**config.mk**
```make
export PLATFORM = sky130hd
export DESIGN_NAME = hazard_scoreboard
export DESIGN_NICKNAME = d
export VERILOG_FILES = /design/src/rtl/cpu_pkg.sv /design/src/rtl/pc_hazard_fsm.sv /design/src/rtl/hazard_scoreboard.sv
export SDC_FILE = /design/constraint.sdc
export NUM_CORES = 1
export LEC_CHECK = 0
export CAP_MARGIN = 20
export CORE_MARGIN = 2
export CORE_UTILIZATION = 25
export CTS_CLUSTER_DIAMETER = 80
export DETAILED_ROUTE_END_ITERATION = 8
export PLACE_DENSITY = 0.52
export SKIP_LAST_GASP = 1
export SYNTH_ARGS = -nofsm -noshare
export SYNTH_HDL_FRONTEND = slang
export SYNTH_SLANG_ARGS = --single-unit
```
**constraint.sdc**
```tcl
create_clock -name clk -period 4.86 [get_ports clk]
set_input_delay 0.972 -clock clk [delete_from_list [all_inputs] [get_ports clk]]
set_output_delay 0.972 -clock clk [all_outputs]
set_load 0.1 [all_outputs]
```
**src/rtl/cpu_pkg.sv**
```systemverilog
// Shared pipeline constants and types for the ID-stage hazard logic.
//   PIPE_DEPTH      : number of stages in the core pipeline
//   NUM_REGS_DEF    : default architectural register count
//   REG_ADDR_W_DEF  : default register address width
//   WB_LATENCY_DEF  : issue-to-writeback distance seen from ID
//   pc_state_e      : control-flow FSM states
package cpu_pkg;

  localparam int PIPE_DEPTH     = 5;
  localparam int NUM_REGS_DEF   = 32;
  localparam int REG_ADDR_W_DEF = 5;
  // Producer leaves ID and writes back in WB; the stages between ID and WB
  // (EX, MEM, WB) are the cycles a consumer has to wait.
  localparam int WB_LATENCY_DEF = PIPE_DEPTH - 2;

  typedef enum logic {
    IDLE    = 1'b0,
    WAIT_PC = 1'b1
  } pc_state_e;

  // 16-bit saturating increment used for the stall statistics counter.
  function automatic logic [15:0] sat_inc16(input logic [15:0] v);
    return (v == 16'hFFFF) ? v : v + 16'd1;
  endfunction

endpackage

```
**src/rtl/pc_hazard_fsm.sv**
```systemverilog
// Control-flow hazard FSM. After a branch/call/ret is accepted it holds
// pc_hazard until the PC unit reports the resolved target, or until the
// wait has lasted PC_TIMEOUT unfrozen cycles, which raises a one-cycle
// pc_timeout_err and returns to IDLE.
//   clk, rst        : clock, async active-low reset
//   freeze          : pipeline freeze, holds the timer
//   start           : control instruction accepted this cycle
//   pc_update       : target resolved pulse (wins over timeout)
//   pc_hazard       : FSM is in WAIT_PC
//   pc_timeout_err  : one-cycle pulse on the cycle the wait expires
module pc_hazard_fsm
  import cpu_pkg::*;
#(
  parameter int PC_TIMEOUT = 15
) (
  input  logic clk,
  input  logic rst,
  input  logic freeze,
  input  logic start,
  input  logic pc_update,
  output logic pc_hazard,
  output logic pc_timeout_err
);

  localparam int TW = $clog2(PC_TIMEOUT + 1);

  pc_state_e       state_q, state_d;
  logic [TW-1:0]   timer_q, timer_d;

  always_ff @(posedge clk or negedge rst) begin
    if (!rst) begin
      state_q <= IDLE;
      timer_q <= '0;
    end else begin
      state_q <= state_d;
      timer_q <= timer_d;
    end
  end

  always_comb begin
    state_d        = state_q;
    timer_d        = timer_q;
    pc_timeout_err = 1'b0;
    case (state_q)
      IDLE: begin
        if (start) begin
          state_d = WAIT_PC;
          timer_d = '0;
        end
      end
      WAIT_PC: begin
        if (pc_update) begin
          state_d = IDLE;
        end else if (!freeze) begin
          // Gated by !freeze so a freeze parked on the last count does not
          // produce more than one pulse.
          if (timer_q == TW'(PC_TIMEOUT - 1)) begin
            pc_timeout_err = 1'b1;
            state_d        = IDLE;
          end else begin
            timer_d = timer_q + 1'b1;
          end
        end
      end
      default: state_d = IDLE;
    endcase
  end

  assign pc_hazard = (state_q == WAIT_PC);

endmodule

```
**src/rtl/hazard_scoreboard.sv**
```systemverilog
// ID-stage hazard scoreboard. One countdown per architectural register
// marks an in-flight write; any enabled read port that addresses a nonzero
// counter stalls the front end. Control instructions hand off to
// pc_hazard_fsm, which holds PC_hazard until the target resolves.
//   clk, rst        : clock, async active-low reset
//   freeze          : whole-pipeline stall, holds all state
//   issue_*         : instruction currently in ID
//   rd_en, rd_addr  : per-port source reads (port i at [i*REG_ADDR_W +: REG_ADDR_W])
//   pc_update       : PC control target-resolved pulse
//   data_hazard     : stall IF/IFID, bubble IDEX
//   PC_hazard       : control hazard active
//   hazard_port     : per-port hit mask
//   pc_timeout_err  : WAIT_PC expired
//   stall_count     : saturating count of hazard cycles (frozen ones too)
module hazard_scoreboard
  import cpu_pkg::*;
#(
  parameter int NUM_REGS     = NUM_REGS_DEF,
  parameter int REG_ADDR_W   = REG_ADDR_W_DEF,
  parameter int NUM_RD_PORTS = 2,
  parameter int WB_LATENCY   = WB_LATENCY_DEF,
  parameter int PC_TIMEOUT   = 15,
  parameter int ZERO_REG     = 1
) (
  input  logic                               clk,
  input  logic                               rst,
  input  logic                               freeze,
  input  logic                               issue_valid,
  input  logic                               issue_wr_en,
  input  logic [REG_ADDR_W-1:0]              issue_rd,
  input  logic                               issue_ctrl,
  input  logic [NUM_RD_PORTS-1:0]            rd_en,
  input  logic [NUM_RD_PORTS*REG_ADDR_W-1:0] rd_addr,
  input  logic                               pc_update,
  output logic                               data_hazard,
  output logic                               PC_hazard,
  output logic [NUM_RD_PORTS-1:0]            hazard_port,
  output logic                               pc_timeout_err,
  output logic [15:0]                        stall_count
);

  localparam int CW   = $clog2(WB_LATENCY + 1);
  localparam int SPAN = 1 << REG_ADDR_W;

  logic [NUM_REGS-1:0][CW-1:0] cnt;
  logic [SPAN-1:0]             pend;
  logic                        accept, wr_go;

  // Pending bitmap padded out to the full address space so out-of-range
  // addresses read a constant zero instead of needing a bounds compare.
  always_comb begin
    pend = '0;
    for (int r = 0; r < NUM_REGS; r++) begin
      if (!(ZERO_REG != 0 && r == 0)) pend[r] = |cnt[r];
    end
  end

  for (genvar i = 0; i < NUM_RD_PORTS; i++) begin : g_port
    assign hazard_port[i] = rd_en[i] & pend[rd_addr[i*REG_ADDR_W +: REG_ADDR_W]];
  end

  assign data_hazard = |hazard_port;
  assign accept      = issue_valid & ~freeze & ~data_hazard & ~PC_hazard;
  assign wr_go       = accept & issue_wr_en &
                       ~(ZERO_REG != 0 && issue_rd == '0);

  // A reload overrides the decrement: with fixed latency the newest
  // writer of a register is always the last to reach writeback.
  always_ff @(posedge clk or negedge rst) begin
    if (!rst) begin
      cnt <= '0;
    end else if (!freeze) begin
      for (int r = 0; r < NUM_REGS; r++) begin
        if (wr_go && issue_rd == REG_ADDR_W'(r))
          cnt[r] <= CW'(WB_LATENCY);
        else if (cnt[r] != '0)
          cnt[r] <= cnt[r] - 1'b1;
      end
    end
  end

  always_ff @(posedge clk or negedge rst) begin
    if (!rst)                          stall_count <= '0;
    else if (data_hazard | PC_hazard)  stall_count <= sat_inc16(stall_count);
  end

  pc_hazard_fsm #(
    .PC_TIMEOUT (PC_TIMEOUT)
  ) u_pc_fsm (
    .clk            (clk),
    .rst            (rst),
    .freeze         (freeze),
    .start          (accept & issue_ctrl),
    .pc_update      (pc_update),
    .pc_hazard      (PC_hazard),
    .pc_timeout_err (pc_timeout_err)
  );

endmodule

```
; Word level (Yosys, flattened, before mapping)
; Cells that the tools add are included.
[classes]
addsub = 33
multipliers = 0
div_mod_pow = 0
n_lt_le_gt_ge = 2
eq_ne = 37
n_shift = 0
mux = 80
bitwise_logic = 14
n_reduce_logical = 159
[ops]
columns = operator, count
row1 = $mux 2, 62
row2 = $reduce_bool 2->1, 62
row3 = $eq 5x5->1 const B, 16
row4 = $reduce_and 2->1, 32
row5 = $reduce_or 2->1, 32
row6 = $sub 2x1->2 const B, 31
row7 = $eq 5x4->1 const B, 8
row8 = $logic_and 1x1->1, 31
row9 = $eq 5x3->1 const B, 4
row10 = $add 16x1->16 const B, 1
row11 = $eq 16x16->1 const B, 1
row12 = $mux 4, 4
row13 = $lt 5x6->1 const B, 2
row14 = $bmux 1 s5, 2
row15 = $eq 5x2->1 const B, 2
row16 = $mux 1, 10
row17 = $and 1x1->1, 8
row18 = $pmux 4 s2, 1
row19 = $ne 2x2->1 const B, 3
row20 = $eq 5x1->1 const B, 1
row21 = $logic_not 5->1, 1
row22 = $not 1->1, 5
row23 = $add 4x1->4 const B, 1
row24 = $eq 4x4->1 const B, 1
row25 = other kinds (4), 4
[word_totals]
register_bits = 83
latch_bits = 0
ram_bits = 0
romBits = 0
elab_cells = 359
mem_count = 0

; Depth between registers and ports, before layout
; Gate-level depths: netlist of run 1.
[logic_depth]
ltp_word = 13
depth_mapped = 12
depth_no_buf = 9

; Cells and area by module
; A second synthesis of run 1 with hierarchy kept.
[hier_totals]
cells_unflattened = 540
hier_area_um2 = 5198.7
[by_module_without_submodules]
columns = mod, instances, cells_each, area_per_inst_um2, seq_area_each_um2
row1 = hazard_scoreboard, 1, 510, 4897.2, 1951.9
row2 = pc_hazard_fsm, 1, 30, 301.5, 125.1

; Worst setup path before layout of run 1
; OpenSTA, ideal clock, no wires.
[synth_timing]
path_kind = in2out
start = input port freeze
end = output port pc_timeout_err
t_arrival_ps = 3440
required_ps = 3888
path_slack_ps = 448
stages = 3
cell_sequence = clkbuf_1 > clkbuf_1 > nor3_1
[synth_via]
elab_chain_len = 3
[synth_rtl]
columns = item, line
row1 = "start, declared", hazard_scoreboard.sv:27  ; input logic freeze,
row2 = $mux 1, pc_hazard_fsm.sv:54  ; end else if (!freeze) begin
row3 = $mux 1, pc_hazard_fsm.sv:52  ; if (pc_update) begin
row4 = $mux 1, pc_hazard_fsm.sv:44  ; case (state_q)
row5 = "end, declared", hazard_scoreboard.sv:38  ; output logic pc_timeout_err,
; No other way between the ends.

; Worst setup path after layout of run 1
[layout_timing]
start = input port rd_addr[7]
end = output port data_hazard
[layout_via]
elab_chain_len = 4
[layout_rtl]
columns = item, line
row1 = "start, declared", hazard_scoreboard.sv:33  ; input logic [NUM_RD_PORTS*REG_ADDR_W-1:0] rd_addr,
row2 = $bmux 1 s5, hazard_scoreboard.sv:59  ; assign hazard_port[i] = rd_en[i] & pend[rd_addr[i*REG_ADDR_W +: REG_ADDR_W]];
row3 = $mux 1 (not written as such), hazard_scoreboard.sv:59
row4 = $and 1x1->1, hazard_scoreboard.sv:59
row5 = $reduce_or 2->1, hazard_scoreboard.sv:62  ; assign data_hazard = |hazard_port;
row6 = "end, declared", hazard_scoreboard.sv:35  ; output logic data_hazard,
; No other way between the ends. The select of a mux whose other input is x is not followed.

==> flow_metrics.tcl, run 1 <==
set metrics [dict create \
    diodes 0 \
    path_class "in -> out" \
    place.gp.congestion 0.725 \
    status "complete, no violations" \
    arrival_ns 3.04 \
    synth_edf_count 0 \
    yosysMostFrequentCell "dfrtp_1" \
    wl_um 11900 \
    final_nets 642 \
    grt_pass1_wl_um 20000 \
    place_ws_ns 0.815 \
    via_per_inst 4.51 \
    ir_drop_v 0.000276 \
    clock_tree.root_cell "clkbuf_16" \
    path_buf_inv 2 \
    drt_first_pass_iters 4 \
    port_buffers 44 \
    yosysWarnings 0 \
    worst_hold_path_type "reg -> reg" \
    final.setup.tns_ns 0 \
    fin_ws_ns 0.849 \
    yosys.area.top_type "dfrtp_1" \
    wl_per_cell_um 13.8 \
    critPathTopFamily "buffers and inverters" \
    fin_skew_ns 0.0117 \
    syn_inst 549 \
    grt_start_max_net_pins 48 \
    required_ns 3.89 \
    synth_ff_type "dfrtp_1" \
    fin_total_pwr_mw 3.53 \
    synth_nets 607 \
    core_um2 20200 \
    grt_pass1_vias 3936 \
    fp.dieH_um 147 \
    path_common_cell "a21oi_2" \
    min_period_over_period_pct 82.5 \
    maxCapViolCount 0 \
    regArea_um2 2080 \
    rsz0062_at_grt "no" \
    finalSetupViolCount 0 \
    synth_top_area_share_pct 40.6 \
    clk_path_buf_depth 2 \
    cts_setup_buffers 0 \
    cp_slowest_cell "clkdlybuf4s50_1" \
    path_clk_slew_ns 0.06 \
    dpl.hpwl_um 8590 \
    netlist_area_um2 5120 \
    ys_top_cells_by_area "dfrtp_1 (41%), ha_1 (8.3%), xnor2_1 (7.0%)" \
    row_count 52 \
    io_pins 45 \
    start_kind "input pin" \
    critPathMaxStageDelay_ns 0.70 \
    ctsHoldBuffers 0 \
    cts_tree "built" \
    synth_area_per_cell_um2 9.32 \
    drive_above_1_share_pct 8.33 \
    slew_viol_final 0 \
    worst_setup_path_end_kind "output port" \
    synthTopCellsByCount "dfrtp_1 (83), nand2_1 (71), inv_1 (67), o21ai_0 (55), xnor2_1 (41)" \
    async_flop_share_pct 100 \
    vias 3868 \
    power_density_nw_per_um2 580 \
    slew_headroom_pct 34.0 \
    synth_seq_cells 83 \
    fin_crit_ns 4.01 \
    numCtsBuffers 9 \
    cts_resized 0 \
    place_inst 843 \
    leakagePower_nw 2.70 \
    clk_latency_ns 0.34 \
    multiInputGateArea_um2 2650 \
    tightest_slew_ns 0.986 \
    drcViolationCount 0 \
    grt.overflow.total 0 \
    critical_path.max_fanout 7 \
    drt_iter0_drc 139 \
    antenna_found_initial 0 \
    fp.dieW_um 147 \
    final_hold_viol_count 0 \
    postRouteAntennaNets 0 \
    track_usage_pct 11.7 \
    seq_area_frac_synth_pct 40.6 \
    crit_chain "clkdlybuf4s50_1 -> mux4_2 -> mux2_2 -> a21oi_2 -> a21oi_2 -> nand2_1 -> buf_12" \
    cts.sinks 83 \
    nFillCells 2169 \
    die_area_um2 21600 \
    layout.cells.non_filler 858 \
    syn_to_final_growth_pct 19.1 \
    h-tree-depth 3 \
    max_freq_mhz 249 \
    initial_utilization_pct 25.4 \
    ys_types 49 \
    postLayoutCoreUtil_pct 30.2 \
]
placed cells by master, fill, tap and decap left out, types with 11 or more instances in the layout:
cell type	count
clkdlybuf4s50_1	39
dfrtp_1	83
nor2_1	37
inv_1	67
ha_1	34
mux4_2	12
or3_1	11
xnor2_1	41
o21ai_0	55
nand2b_1	15
nand2_1	71
registers in the layout, indices dropped and copies added (netlist names):
signal / flops
cnt: 62
stall_count: 16
u_pc_fsm.pc_hazard: 1
u_pc_fsm.timer_q: 4
cell type report:
type	instances	area share [%]
clock buffer	9	3.70
clock inverter	6	1.11
inverter	67	4.13
multi-input combinational	376	43.4
sequential	83	34.1
tap	270	5.54
timing repair buffer	47	8.01
power breakdown:
group,internal (mW),switching (mW)
Clock,0.396,0.287
Combinational,0.703,0.965
Sequential,0.999,0.182
Total,2.10,1.43
through the flow:
stage / cell area (um^2) / hold slack (ns)
floorplan: 5120 / 0.439
global placement: 5800 / 0.469
detailed placement: 5800 / 0.465
CTS: 6090 / 0.488
global route: 6090 / 0.518
finish: 6090 / 0.486
layer usage:
metal | track usage [%] | up-vias | routed length, um
li1 | - | 1937 | -
met1 | 15.3 | 1866 | 5660
met2 | 19.4 | 57 | 5590
met3 | 2.64 | 8 | 474
met4 | 3.32 | 0 | 141
met5 | 0 | - | 0
final timing paths:
kind,from,endpoint,slack (ns),depth (start not counted)
max in group asynchronous,rst,cnt[42]$_DFFE_PN0P_,3.24,2
min in group asynchronous,rst,cnt[4]$_DFFE_PN0P_,0.64,1
hold / removal,u_pc_fsm.timer_q[3]$_DFFE_PN0P_,u_pc_fsm.timer_q[3]$_DFFE_PN0P_,0.49,1
hold reg to reg,u_pc_fsm.timer_q[3]$_DFFE_PN0P_,u_pc_fsm.timer_q[3]$_DFFE_PN0P_,0.49,1
setup reg to reg,cnt[22]$_DFFE_PN0P_,stall_count[1]$_DFFE_PN0P_,2.02,10
setup / recovery,rd_addr[7],data_hazard,0.85,7
logic make-up after synthesis:
family	after synthesis	share of synthesized area, %
fa+ha+maj	34	8.31
compound gates	90	10.7
buf+inv	90	7.68
xor+xnor	41	7.02
flops	83	40.6
simple gates	187	17.9
mux	24	7.80
Power figures use the tool's default switching activity.
==> run 2, diff against run 1 <==
Clock period 4.86 ns to 4.2 ns, I/O delays scaled along.
==> flow_metrics.tcl, run 2 (synthesized netlist as in run 1, its figures left out) <==
set metrics [dict create \
    tightest_slew_ns 0.969 \
    h-tree-depth 3 \
    cts_setup_buffers 0 \
    fin_skew_ns 0.00997 \
    antenna_found_initial 0 \
    io_pins 45 \
    power_frac_seq_pct 33.8 \
    grt_pass1_wl_um 19700 \
    clk_path_buf_depth 2 \
    diodes 0 \
    maxCapViolCount 0 \
    via_per_inst 4.49 \
    combinationalPowerShare_pct 47.9 \
    worst_setup_path_end_kind "output port" \
    intPower_mw 2.39 \
    rr_startpoint "cnt[16]$_DFFE_PN0P_" \
    postLayoutCoreUtil_pct 30.3 \
    fp.dieH_um 147 \
    cts.sinks 83 \
    worst_hold_path_type "reg -> reg" \
    wl_um 11700 \
    net-switching-power_mw 1.64 \
    largest_register "cnt" \
    postLayoutCellArea_um2 6110 \
    mostFrequentLayoutCells "dfrtp_1 (83), nand2_1 (71), inv_1 (67)" \
    hp-start "u_pc_fsm.timer_q[3]$_DFFE_PN0P_" \
    cp_slowest_cell "clkdlybuf4s50_1" \
    drt_iter0_drc 138 \
    r2r_slack_ns 1.54 \
    clock_tree.root_cell "clkbuf_16" \
    path_clk_slew_ns 0.06 \
    required_ns 3.36 \
    p_clk_share_pct 18.2 \
    syn_to_final_growth_pct 19.4 \
    final.setup.tns_ns 0 \
    placed_cell_area_um2 5840 \
    worstRegToRegCells 10 \
    final_hold_viol_count 0 \
    leakagePower_nw 2.71 \
    finalSetupViolCount 0 \
    drt_first_pass_iters 4 \
    rsz0062_at_grt "no" \
    wl_per_cell_um 13.6 \
    path_class "in -> out" \
    drive_above_1_share_pct 8.47 \
    ir_drop_v 0.000348 \
    min_period_over_period_pct 89.9 \
    cts_resized 0 \
    grt_start_max_net_pins 67 \
    dpl.hpwl_um 8560 \
    critPathMaxStageDelay_ns 0.72 \
    largest_reg_flops 62 \
    fp.dieW_um 147 \
    fin_crit_ns 3.78 \
    max_freq_mhz 265 \
    final_common_cell "dfrtp_1" \
    vias 3862 \
    top_regs "cnt (62), stall_count (16), u_pc_fsm.timer_q (4)" \
    track_usage_pct 11.5 \
    die_area_um2 21600 \
    final_nets 644 \
    critical_path.max_fanout 7 \
    arrival_ns 2.94 \
    power_density_nw_per_um2 660 \
    core_um2 20200 \
    slew_viol_final 0 \
    nFillCells 2161 \
    path_common_cell "a21oi_2" \
    row_count 52 \
    crit_chain "clkdlybuf4s50_1 -> mux4_2 -> mux2_2 -> a21oi_2 -> a21oi_2 -> nand2_1 -> buf_12" \
    power_switching_share_pct 40.7 \
    port_buffers 44 \
    drcViolationCount 0 \
    numCtsBuffers 9 \
    ctsHoldBuffers 0 \
    cts_tree "built" \
    initial_utilization_pct 25.4 \
    holdPathEnd "u_pc_fsm.timer_q[3]$_DFFE_PN0P_" \
    grt_pass1_vias 3869 \
    start_kind "input pin" \
    clk_latency_ns 0.34 \
    r2r-end "cnt[57]$_DFFE_PN0P_" \
    status "complete, no violations" \
    grt.overflow.total 0 \
    place.gp.congestion 0.728 \
    slew_headroom_pct 35.2 \
    min_path_cells 1 \
    postRouteAntennaNets 0 \
]
==> run 2: cell types whose count changed in the layout (fill, tap and decap cells not counted) <==
cell,delta
buf_12,+2
bufinv_16,-1
clkbuf_1,+1
clkbuf_8,+1
clkinv_4,-2
clkinvlp_4,+1
==> run 2: worst max-delay path by stage <==
stage / to / start / slack, ns
6_report: data_hazard / rd_addr[7] / 0.42
2_1_floorplan: pc_timeout_err / freeze / 0.05
3_5_place_dp: data_hazard / rd_addr[7] / 0.41
4_1_cts: data_hazard / rd_addr[7] / 0.41
5_1_grt: data_hazard / rd_addr[2] / 0.29
3_3_place_gp: data_hazard / rd_addr[2] / 0.44
==> run 2: routing by layer <==
metal	vias up	track usage, %	routed length (um)
met5	-	0	0
met4	0	3.46	123
met3	12	2.61	453
met2	48	18.4	5360
met1	1850	15.5	5760
li1	1952	-	-
==> run 2: final cells by class <==
class	count	area [um^2]	area share, %
clock buffers	11	243	3.97
clock inverters	4	27.5	0.450
inverters	67	251	4.11
multi-input cells	376	2650	43.3
flip-flops and latches	83	2080	34.0
well taps	270	338	5.53
repair buffers	49	528	8.64
==> run 2: metrics by stage <==
stage	power (mW)	setup WS (ns)	hold WS [ns]	cells
global route	4.42	0.291	0.533	860
floorplan	2.87	0.0519	0.439	549
CTS	4.10	0.409	0.487	860
global placement	3.28	0.441	0.471	845
detailed placement	3.33	0.413	0.475	845
finish	4.03	0.424	0.482	860
==> run 2: critical path: cells and delay by family <==
family / cells / cell delay, ns
AND/OR/NAND/NOR: 1 / 0.11
multiplexers: 2 / 0.86
AO/OA/AOI/OAI: 2 / 0.23
buffers and inverters: 2 / 0.90
==> run 2: power by group through the flow <==
stage	combinational, mW	sequential, mW	clock [mW]
after floorplan	1.27	1.60	0
after CTS	1.96	1.37	0.767
after global placement	1.91	1.37	0
final	1.93	1.36	0.735
after detailed placement	1.95	1.38	0
after global routing	2.21	1.42	0.798
==> run 3, diff against run 2 <==
Settings changed: CORE_UTILIZATION 25 to 58, PLACE_DENSITY 0.52 to 0.91.
==> flow_metrics.tcl, run 3 (synthesized netlist as in run 1, its figures left out) <==
set metrics [dict create \
    placed_cell_area_um2 5620 \
    cp_slowest_cell "clkdlybuf4s50_1" \
    power_switching_share_pct 43.7 \
    final_common_cell "dfrtp_1" \
    fp.dieW_um 97.9 \
    dpl.hpwl_um 8290 \
    grtUsageMet2_pct 42.0 \
    power_frac_seq_pct 35.4 \
    worstRegToRegCells 10 \
    start_kind "input pin" \
    track_usage_pct 24.8 \
    path_class "in -> out" \
    tightest_slew_ns 0.982 \
    cts.sinks 83 \
    postLayoutCoreUtil_pct 67.3 \
    via_per_inst 5.91 \
    slew_viol_final 0 \
    drcViolationCount 0 \
    wl_per_cell_um 16.7 \
    antenna_found_initial 0 \
    ir_drop_v 0.000491 \
    fin_skew_ns 0.0118 \
    critPathMaxStageDelay_ns 0.85 \
    path_clk_slew_ns 0.08 \
    critical_path.max_fanout 11 \
    fp.dieH_um 97.9 \
    mostFrequentLayoutCells "dfrtp_1 (83), nand2_1 (71), inv_1 (67)" \
    ctsHoldBuffers 0 \
    syn_to_final_growth_pct 13.6 \
    die_area_um2 9590 \
    top_regs "cnt (62), stall_count (16), u_pc_fsm.timer_q (4)" \
    diodes 0 \
    final_nets 642 \
    postRouteAntennaNets 0 \
    grt_use_met3_pct 4.15 \
    grt.overflow.total 0 \
    rr_startpoint "cnt[54]$_DFFE_PN0P_" \
    drive_above_1_share_pct 8.16 \
    clk_latency_ns 0.36 \
    use_met1_pct 31.5 \
    leakagePower_nw 2.66 \
    crit_start "rd_addr[2]" \
    path_buf_inv 2 \
    drt_iter0_drc 276 \
    grt_start_max_net_pins 84 \
    critPathTopFamily "buffers and inverters" \
    power_density_nw_per_um2 678 \
    grt_pass1_wl_um 19200 \
    drt_first_pass_iters 5 \
    arrival_ns 3.05 \
    worst_setup_path_end_kind "output port" \
    crit_chain "clkdlybuf4s50_1 -> mux4_2 -> nand2b_1 -> a21oi_1 -> a21oi_2 -> nand2_1 -> buf_12" \
    grt_pass1_vias 4215 \
    largest_register "cnt" \
    r2r-end "cnt[57]$_DFFE_PN0P_" \
    place.gp.congestion 0.828 \
    h-tree-depth 3 \
    layout.cells.non_filler 696 \
    fin_total_pwr_mw 3.94 \
    final_hold_viol_count 0 \
    numCtsBuffers 9 \
    max_freq_mhz 257 \
    nFillCells 637 \
    wl_um 11600 \
    port_buffers 44 \
    combinationalPowerShare_pct 51.7 \
    busiest_layer "met2" \
    worst_hold_path_type "in -> async" \
    cts_resized 0 \
    p_clk_share_pct 12.9 \
    status "complete, no violations" \
    min_period_over_period_pct 92.5 \
    cts_setup_buffers 0 \
    clk_path_buf_depth 2 \
    io_pins 45 \
    required_ns 3.36 \
    place_inst 680 \
    fin_crit_ns 3.89 \
    intPower_mw 2.22 \
    finalSetupViolCount 0 \
    initial_utilization_pct 59.3 \
    rsz0062_at_grt "no" \
    postLayoutCellArea_um2 5810 \
    row_count 34 \
    largest_reg_flops 62 \
    net-switching-power_mw 1.72 \
    vias 4115 \
    core_um2 8640 \
    final.setup.tns_ns 0 \
    cts_tree "built" \
    crit_cells 7 \
    clock_tree.root_cell "clkbuf_8" \
    r2r_slack_ns 1.50 \
    maxCapViolCount 0 \
    slew_headroom_pct 34.3 \
]
run 3: changes by cell type in the layout (fill, tap and decap cells not counted):
cell,previous run,this run
buf_16,0,1
buf_4,5,2
clkbuf_16,9,0
clkbuf_8,1,10
run 3: how the worst max path moves through the flow:
stage	end	slack, ns
CTS	data_hazard	0.35
detailed placement	data_hazard	0.38
finish	data_hazard	0.31
floorplan	pc_timeout_err	0.05
global route	data_hazard	0.27
global placement	data_hazard	0.50
run 3: layer usage:
layer	up-vias	part of all wire (%)
met2	130	51
met4	0	1.9
met5	-	0
met3	24	6.4
met1	2028	41
li1	1933	-
run 3: per-stage QoR:
step,hold slack [ns],worst slack [ns]
finish,0.288,0.314
global route,0.279,0.272
CTS,0.494,0.354
detailed placement,0.479,0.379
global placement,0.460,0.498
floorplan,0.439,0.0519
run 3: power groups by stage:
stage / Combinational [mW] / Clock, mW / Sequential [mW]
2_1_floorplan: 1.27 / 0 / 1.60
3_3_place_gp: 1.83 / 0 / 1.36
3_5_place_dp: 1.99 / 0 / 1.40
4_1_cts: 2.03 / 0.510 / 1.39
5_1_grt: 2.26 / 0.545 / 1.43
6_report: 2.04 / 0.510 / 1.39
run 3: area by class of cell:
class,count,area (um^2),share of cell area (%)
inverter,67,251,4.33
sequential,83,2080,35.7
multi-input combinational,376,2650,45.5
timing repair buffer,47,533,9.17
clock inverter,4,27.5,0.474
tap,108,135,2.32
clock buffer,11,141,2.43
